## src/rtl/ps2_mouse_packer.sv

```systemverilog
// Assembles 3-byte PS/2 mouse packets into a 25-bit word {strobe, Y, X, status}.
// Drops stray or framing-invalid leading bytes, aborts partial packets on timeout, and can saturate overflowed deltas.
module ps2_mouse_packer #(
  parameter int TIMEOUT   = 100000,
  parameter int TO_W      = 17,
  parameter bit CLAMP_OVF = 1'b1
) (
  input  logic        clk,
  input  logic        reset_n,
  input  logic        byte_valid,
  input  logic [7:0]  byte_data,
  output logic [24:0] ps2_mouse,
  output logic        pkt_valid,
  output logic        sync_err,
  output logic        busy
);

  typedef enum logic [1:0] {
    WAIT_B0 = 2'd0,
    WAIT_B1 = 2'd1,
    WAIT_B2 = 2'd2
  } state_t;

  localparam logic [TO_W-1:0] TO_MAX  = TO_W'(TIMEOUT);
  localparam logic [TO_W-1:0] TO_ZERO = {TO_W{1'b0}};
  localparam logic [TO_W-1:0] TO_ONE  = {{(TO_W-1){1'b0}}, 1'b1};

  // Overflowed deltas saturate toward their sign: negative -> 8'h80, positive -> 8'h7F.
  function automatic logic [7:0] clamp_delta(input logic ovf, input logic sign, input logic [7:0] raw);
    logic [7:0] res;
    if (CLAMP_OVF && ovf) begin
      res = sign ? 8'h80 : 8'h7F;
    end else begin
      res = raw;
    end
    return res;
  endfunction

  state_t          r_state;
  state_t          w_state_nxt;
  logic [TO_W-1:0] r_to_cnt;
  logic [TO_W-1:0] w_to_cnt_nxt;
  logic [7:0]      r_b0;
  logic [7:0]      r_b1;
  logic [24:0]     r_ps2_mouse;
  logic            r_pkt_valid;
  logic            r_sync_err;
  logic            w_accept_b0;
  logic            w_accept_b1;
  logic            w_done;
  logic            w_abort;
  logic            w_to_hit;
  logic [24:0]     w_word;

  assign w_to_hit = (r_to_cnt == TO_MAX);

  // Next-state decode, packet-boundary and abort detection.
  always_comb begin
    w_state_nxt = r_state;
    w_accept_b0 = 1'b0;
    w_accept_b1 = 1'b0;
    w_done      = 1'b0;
    w_abort     = 1'b0;
    case (r_state)
      WAIT_B0: begin
        if (byte_valid && byte_data[3] && (byte_data != 8'hFA) && (byte_data != 8'hAA)) begin
          w_state_nxt = WAIT_B1;
          w_accept_b0 = 1'b1;
        end else begin
          w_state_nxt = WAIT_B0;
        end
      end
      WAIT_B1: begin
        if (byte_valid) begin
          w_state_nxt = WAIT_B2;
          w_accept_b1 = 1'b1;
        end else if (w_to_hit) begin
          w_state_nxt = WAIT_B0;
          w_abort     = 1'b1;
        end else begin
          w_state_nxt = WAIT_B1;
        end
      end
      WAIT_B2: begin
        if (byte_valid) begin
          w_state_nxt = WAIT_B0;
          w_done      = 1'b1;
        end else if (w_to_hit) begin
          w_state_nxt = WAIT_B0;
          w_abort     = 1'b1;
        end else begin
          w_state_nxt = WAIT_B2;
        end
      end
      default: begin
        w_state_nxt = WAIT_B0;
      end
    endcase
  end

  // Inter-byte timer: idle in WAIT_B0, restarts on each byte, saturates at TIMEOUT.
  always_comb begin
    w_to_cnt_nxt = r_to_cnt;
    if (byte_valid || (r_state == WAIT_B0)) begin
      w_to_cnt_nxt = TO_ZERO;
    end else if (w_to_hit) begin
      w_to_cnt_nxt = r_to_cnt;
    end else begin
      w_to_cnt_nxt = r_to_cnt + TO_ONE;
    end
  end

  // The third byte feeds the output word directly so it lands one clock after arrival.
  assign w_word = {~r_ps2_mouse[24],
                   clamp_delta(r_b0[7], r_b0[5], byte_data),
                   clamp_delta(r_b0[6], r_b0[4], r_b1),
                   r_b0};

  // State, timer and byte capture registers.
  always_ff @(posedge clk or negedge reset_n) begin
    if (!reset_n) begin
      r_state  <= WAIT_B0;
      r_to_cnt <= TO_ZERO;
      r_b0     <= 8'h00;
      r_b1     <= 8'h00;
    end else begin
      r_state  <= w_state_nxt;
      r_to_cnt <= w_to_cnt_nxt;
      if (w_accept_b0) begin
        r_b0 <= byte_data;
      end
      if (w_accept_b1) begin
        r_b1 <= byte_data;
      end
    end
  end

  // Registered outputs; the word holds between packets.
  always_ff @(posedge clk or negedge reset_n) begin
    if (!reset_n) begin
      r_ps2_mouse <= 25'h0;
      r_pkt_valid <= 1'b0;
      r_sync_err  <= 1'b0;
    end else begin
      r_pkt_valid <= w_done;
      r_sync_err  <= w_abort;
      if (w_done) begin
        r_ps2_mouse <= w_word;
      end
    end
  end

  assign ps2_mouse = r_ps2_mouse;
  assign pkt_valid = r_pkt_valid;
  assign sync_err  = r_sync_err;
  assign busy      = (r_state == WAIT_B1) || (r_state == WAIT_B2);

endmodule
```

## config.mk

```make
export PLATFORM = sky130hd
export DESIGN_NAME = ps2_mouse_packer
export DESIGN_NICKNAME = d
export VERILOG_FILES = /design/src/rtl/ps2_mouse_packer.sv
export SDC_FILE = /design/constraint.sdc
export NUM_CORES = 1
export LEC_CHECK = 0
export ABC_AREA = 1
export BUFFER_PORTS_ARGS = -buffer_cell sky130_fd_sc_hd__buf_2
export CORE_MARGIN = 2
export CORE_UTILIZATION = 45
export DETAILED_ROUTE_END_ITERATION = 8
export GPL_TIMING_DRIVEN = 0
export PLACE_DENSITY = 0.63
export SYNTH_ARGS = -nofsm -noshare
export SYNTH_HDL_FRONTEND = slang
export SYNTH_SLANG_ARGS = --single-unit
```

## constraint.sdc

```tcl
create_clock -name clk -period 2 [get_ports clk]
set_input_delay 0.2 -clock clk [delete_from_list [all_inputs] [get_ports clk]]
set_output_delay 0.2 -clock clk [all_outputs]
set_load 0.03 [all_outputs]
```

* After elaboration in Yosys (flattened, before gate mapping)
Cells that the tools add are included.
** Word-level totals
- Flip-flop bits (word level) :: 62
- Input port bits :: 11
- Output and inout port bits :: 28
- Word-level logic and storage cells :: 42
** Cells by class
- $add $sub $neg :: 1
- Equal/unequal tests :: 6
- Muxes and demuxes :: 20
- Bitwise operators :: 1
- Reduce and logical (&&, ||, !) cells :: 7
** Operators with widths (count)
- 17-bit 2-to-1 mux :: 2
- 8-bit 2-to-1 mux :: 4
- 17-bit by 1-bit adder with 17-bit output (second input constant) :: 1
- 17-bit == test (second input constant) :: 1
- 8-bit != test (second input constant) :: 2
- 1-bit 2-to-1 mux :: 10
- 2-bit 2-to-1 mux :: 3
- 2-bit one-hot mux with 3 select lines :: 1
- 1-bit logical AND :: 3
- 2-bit by 1-bit == test with 1-bit output (second input constant) :: 1
- 2-bit == test (second input constant) :: 1
- 2-bit zero test :: 1
- 1-bit logical OR :: 2
- 2-bit by 1-bit != test with 1-bit output (second input constant) :: 1
- 2-bit OR reduction :: 1
- 1-bit NOT :: 1

* Logic depth before layout (Yosys ltp)
- Depth in word-level cells :: 5
- Mapped depth :: 10
- Depth with buffers taken out :: 10

* Worst setup path after synthesis
OpenSTA, ideal clock, no wires.
- Path type :: reg-to-reg
- Start point :: register r_state[0]
- End point :: register r_ps2_mouse[7], in the netlist ps2_mouse[7]
- Library setup time :: 119 ps
- Arrival time :: 1219 ps
- Data required time :: 1881 ps
- Slack :: 662 ps
- Cell stages (with the launch flop) :: 8
- Buffers on the path :: 2
- Clock period less this slack :: 1338 ps
- Cell sequence :: dfrtp_1 > inv_1 > ha_1 > nand2_2 > inv_2 > buf_6 > buf_6 > o21a_1
** Between the ends
- Word-level cells in the longest chain between the ends :: 2
** Ends and longest elaborated chain
- start, declared :: line 39 : state_t r_state;
- start signal, assigned :: line 127 : r_state <= w_state_nxt;
- 2-bit == test :: line 64 : case (r_state)
- 1-bit 2-to-1 mux :: line 64
- via w_done :: line 50 : logic w_done;
- end signal, assigned :: line 148 : r_ps2_mouse <= w_word;
- end, declared :: line 45 : logic [24:0] r_ps2_mouse;
The timed path passes the listed nets, and every way through them passes these cells.
A chain may end at the register's enable or synchronous reset.

* Worst setup path in the final report
- Start point :: register r_state[0]
- End point :: register r_ps2_mouse[15], in the netlist ps2_mouse[15]
** Between the ends
- Word-level cells in the longest chain between the ends :: 2
** Ends and longest elaborated chain (line)
- 2-bit == test :: 64
- 1-bit 2-to-1 mux :: 64
Every way passes these cells.

==> run_results.csv <==
group,metric,value,unit
cts,clock_sinks,62,
synth,synth.top_cell.area_share,53.96,%
synth,syn_area,2875,um^2
cts,cts.clk_slew.worst_paths,0.07,ns
global_route,grt_max_degree,63,
cts,cts_htree_levels,3,
timing,clock-skew-final,0.004178,ns
cts,clock-root-buffer,"clkbuf_8",
routing,post_drt_via_cell_ratio,4.869,
min_path,min_from,"byte_data[7]",
global_route,grt_antenna_before_repair,0,
finish,syn_to_final_growth,16.97,%
timing,hold_viol,0,
cts,cts_resized,0,
synth,synth.distinct_cells,27,
synth,syn_inst,343,
floorplan,chipWidth,83.94,um
placed_design,place_hpwl,4264,um
synth,synth_commonest_cells,"nand2_1, dfrtp_1, nor2_1",
finish,drive_above_1_share,21.91,%
synth,synth.avg_cell_area,8.383,um^2
setup_path,cp-startpoint,"r_state[0]",
synth,synth-edff-count,0,
pwr,worst_ir_drop_vdd,744.7,uV
global_route,grt_usage,18.40,%
placed_design,gp_congestion,0.8235,
setup_path,critPathArrivalTime,1.81,ns
global_route,grt_pass1_wl,10140,um
floorplan,core,6277,um^2
timing,slew_headroom,48.66,%
cts,clk_latency,0.34,ns
setup_path,startpoint_type,"flop",
setup_path,worstReg2RegStart,"r_state[0]",
placed_design,portBuffers,38,
timing,min_period,1.533,ns
setup_path,required,2.28,ns
routing,drt_iter0_markers,97,
timing,holdWs,0.1159,ns
job,max_cap_violations,0,
synth,ys_ff_latch,62,
timing,worstMarginPinSlew,0.7701,ns
timing,fmax,652.2,MHz
pwr,p_leak,1.681,nW
timing,period_share,76.66,%
routing,routed_wl,5992,um
setup_path,criticalPathCategory,"flop to flop",
synth,async_reset_ff_share,100.0,%
cts,numCtsBuffers,9,
global_route,grt_pass1_vias,2154,
cts,postCtsSetupBuffers,0,
min_path,worstHoldPathType,"input port to flop",
setup_path,cp_max_fo,10,
timing,setup_viol,0,
finish,antenna_cells,0,
floorplan,rows,29,
timing,rsz0062_at_grt,"no",
timing,final-max-slew-violation-count,0,
timing,fin_setup_tns,0,ns
cts,cts_buffer_depth,2,
status,run_status,"finished clean",
global_route,grt.overflow.total,0,
floorplan,die_h,83.94,um
synth,synth.most_common_cell,"nand2_1",
synth,yosysTopAreaCell,"dfrtp_1",
synth,synthFlopType,"dfrtp_1",
routing,drc,0,
floorplan,ioPinCount,39,
pwr,power_density,1323,nW/um^2
synth,syn_nets,360,
floorplan,start_util,45.80,%
finish,layout.nets,410,
synth,yosys_warnings,0,
routing,ant_nets,0,
setup_path,cp-end-kind,"flop",
routing,drt_pass1_iterations,4,
cts,cts_tree,"built",
floorplan,die-area,7045,um^2
synth,ys_seq_area_share,53.96,%
routing,num_vias,2308,
synth,yosys-top-cells-area,"dfrtp_1, nand2_1, nor2_1, inv_1, a21oi_1",
routing,avgRoutedWirePerCell,12.64,um
==> cells by family after synthesis <==
kind of cell / share of synthesized area [%]
simple gates: 26.50
flops: 53.96
compound gates: 9.530
buf+inv: 6.702
fa+ha+maj: 2.611
xor+xnor: 0.3047
mux: 0.3916
==> registers in the layout (all words and copies together) (netlist names) <==
register and flops:
ps2_mouse 25, r_to_cnt 17, r_b0 8, r_b1 8
r_state 2, pkt_valid 1, sync_err 1
==> timing repair <==
item | in CTS | in global routing
hold buffers | 0 | 1
endpoints found under the hold margin | 0 | 2
setup endpoints to repair | 0 | 0
==> per-layer routing <==
layer	wire, um	GRT usage [%]	share of wire (%)	vias to the layer above
met5	0	0	0	-
met4	163	9.384	2.7	0
met3	224	4.748	3.7	14
met2	2828	28.87	47	44
met1	2776	23.52	46	1066
li1	-	-	-	1184
==> through the flow <==
step / area (um^2) / worst slack (ns) / util (%) / cells / power, W
4_1_cts: 3351 / 0.4571 / 53.38 / 473 / 0.004504
2_1_floorplan: 2875 / 0.6617 / - / 343 / 0.002955
3_5_place_dp: 3162 / 0.4811 / 50.37 / 458 / 0.003415
6_report: 3363 / 0.4667 / 53.58 / 474 / 0.004451
5_1_grt: 3363 / 0.3128 / 53.58 / 474 / 0.004755
3_3_place_gp: 3162 / 0.5110 / 50.37 / 458 / 0.003384
==> critical path: stages, from the launching register on <==
cell      delay, ns
dfrtp_1        0.38
inv_1          0.08
ha_1           0.23
nand2_2        0.20
clkbuf_1       0.38
nand2_1        0.12
nand2_1        0.09
==> cell usage in the layout, fill, tap and decap left out, types with 3 or more instances in the layout <==
| cell type | Yosys | routed |
|---|---|---|
| dfrtp_1 | 62 | 62 |
| ha_1 | 6 | 6 |
| buf_2 | 1 | 38 |
| nand2_2 | 7 | 7 |
| o21ai_0 | 19 | 19 |
| nor3_1 | 4 | 4 |
| nor2_1 | 44 | 44 |
| inv_1 | 30 | 30 |
| clkbuf_1 | 2 | 3 |
| o211ai_1 | 3 | 3 |
| nand2_1 | 88 | 88 |
| inv_2 | 10 | 10 |
| clkbuf_8 | 0 | 10 |
| nand3_1 | 18 | 18 |
| nor2_2 | 8 | 8 |
| o21ai_1 | 8 | 8 |
| a21oi_1 | 20 | 20 |
==> cell type report <==
class / count / area, um^2
flip-flops and latches: 62 / 1551
fillers: 604 / 2914
multi-input cells: 235 / 1131
inverters: 40 / 150.1
clock buffers: 11 / 141.4
well taps: 77 / 96.34
repair buffers: 39 / 202.7
plain buffers: 6 / 42.54
clock inverters: 4 / 47.55
==> final timing paths <==
check                                end  slack (ns)  cells after the start
setup / recovery           ps2_mouse[15]        0.47                      6
hold / removal             ps2_mouse[23]        0.12                      3
setup reg to reg           ps2_mouse[15]        0.47                      6
hold reg to reg                  r_b0[3]        0.45                      2
max in group asynchronous   r_to_cnt[14]        1.01                      2
min in group asynchronous        r_b1[7]        0.48                      2
==> power by group <==
| part | internal (W) | switching [W] | total [W] |
|---|---|---|---|
| combinational | 0.000468 | 0.00105 | 0.00151 |
| sequential | 0.00165 | 0.000205 | 0.00186 |
| clock | 0.000598 | 0.000482 | 0.00108 |
(Power assumes the default switching activity.)
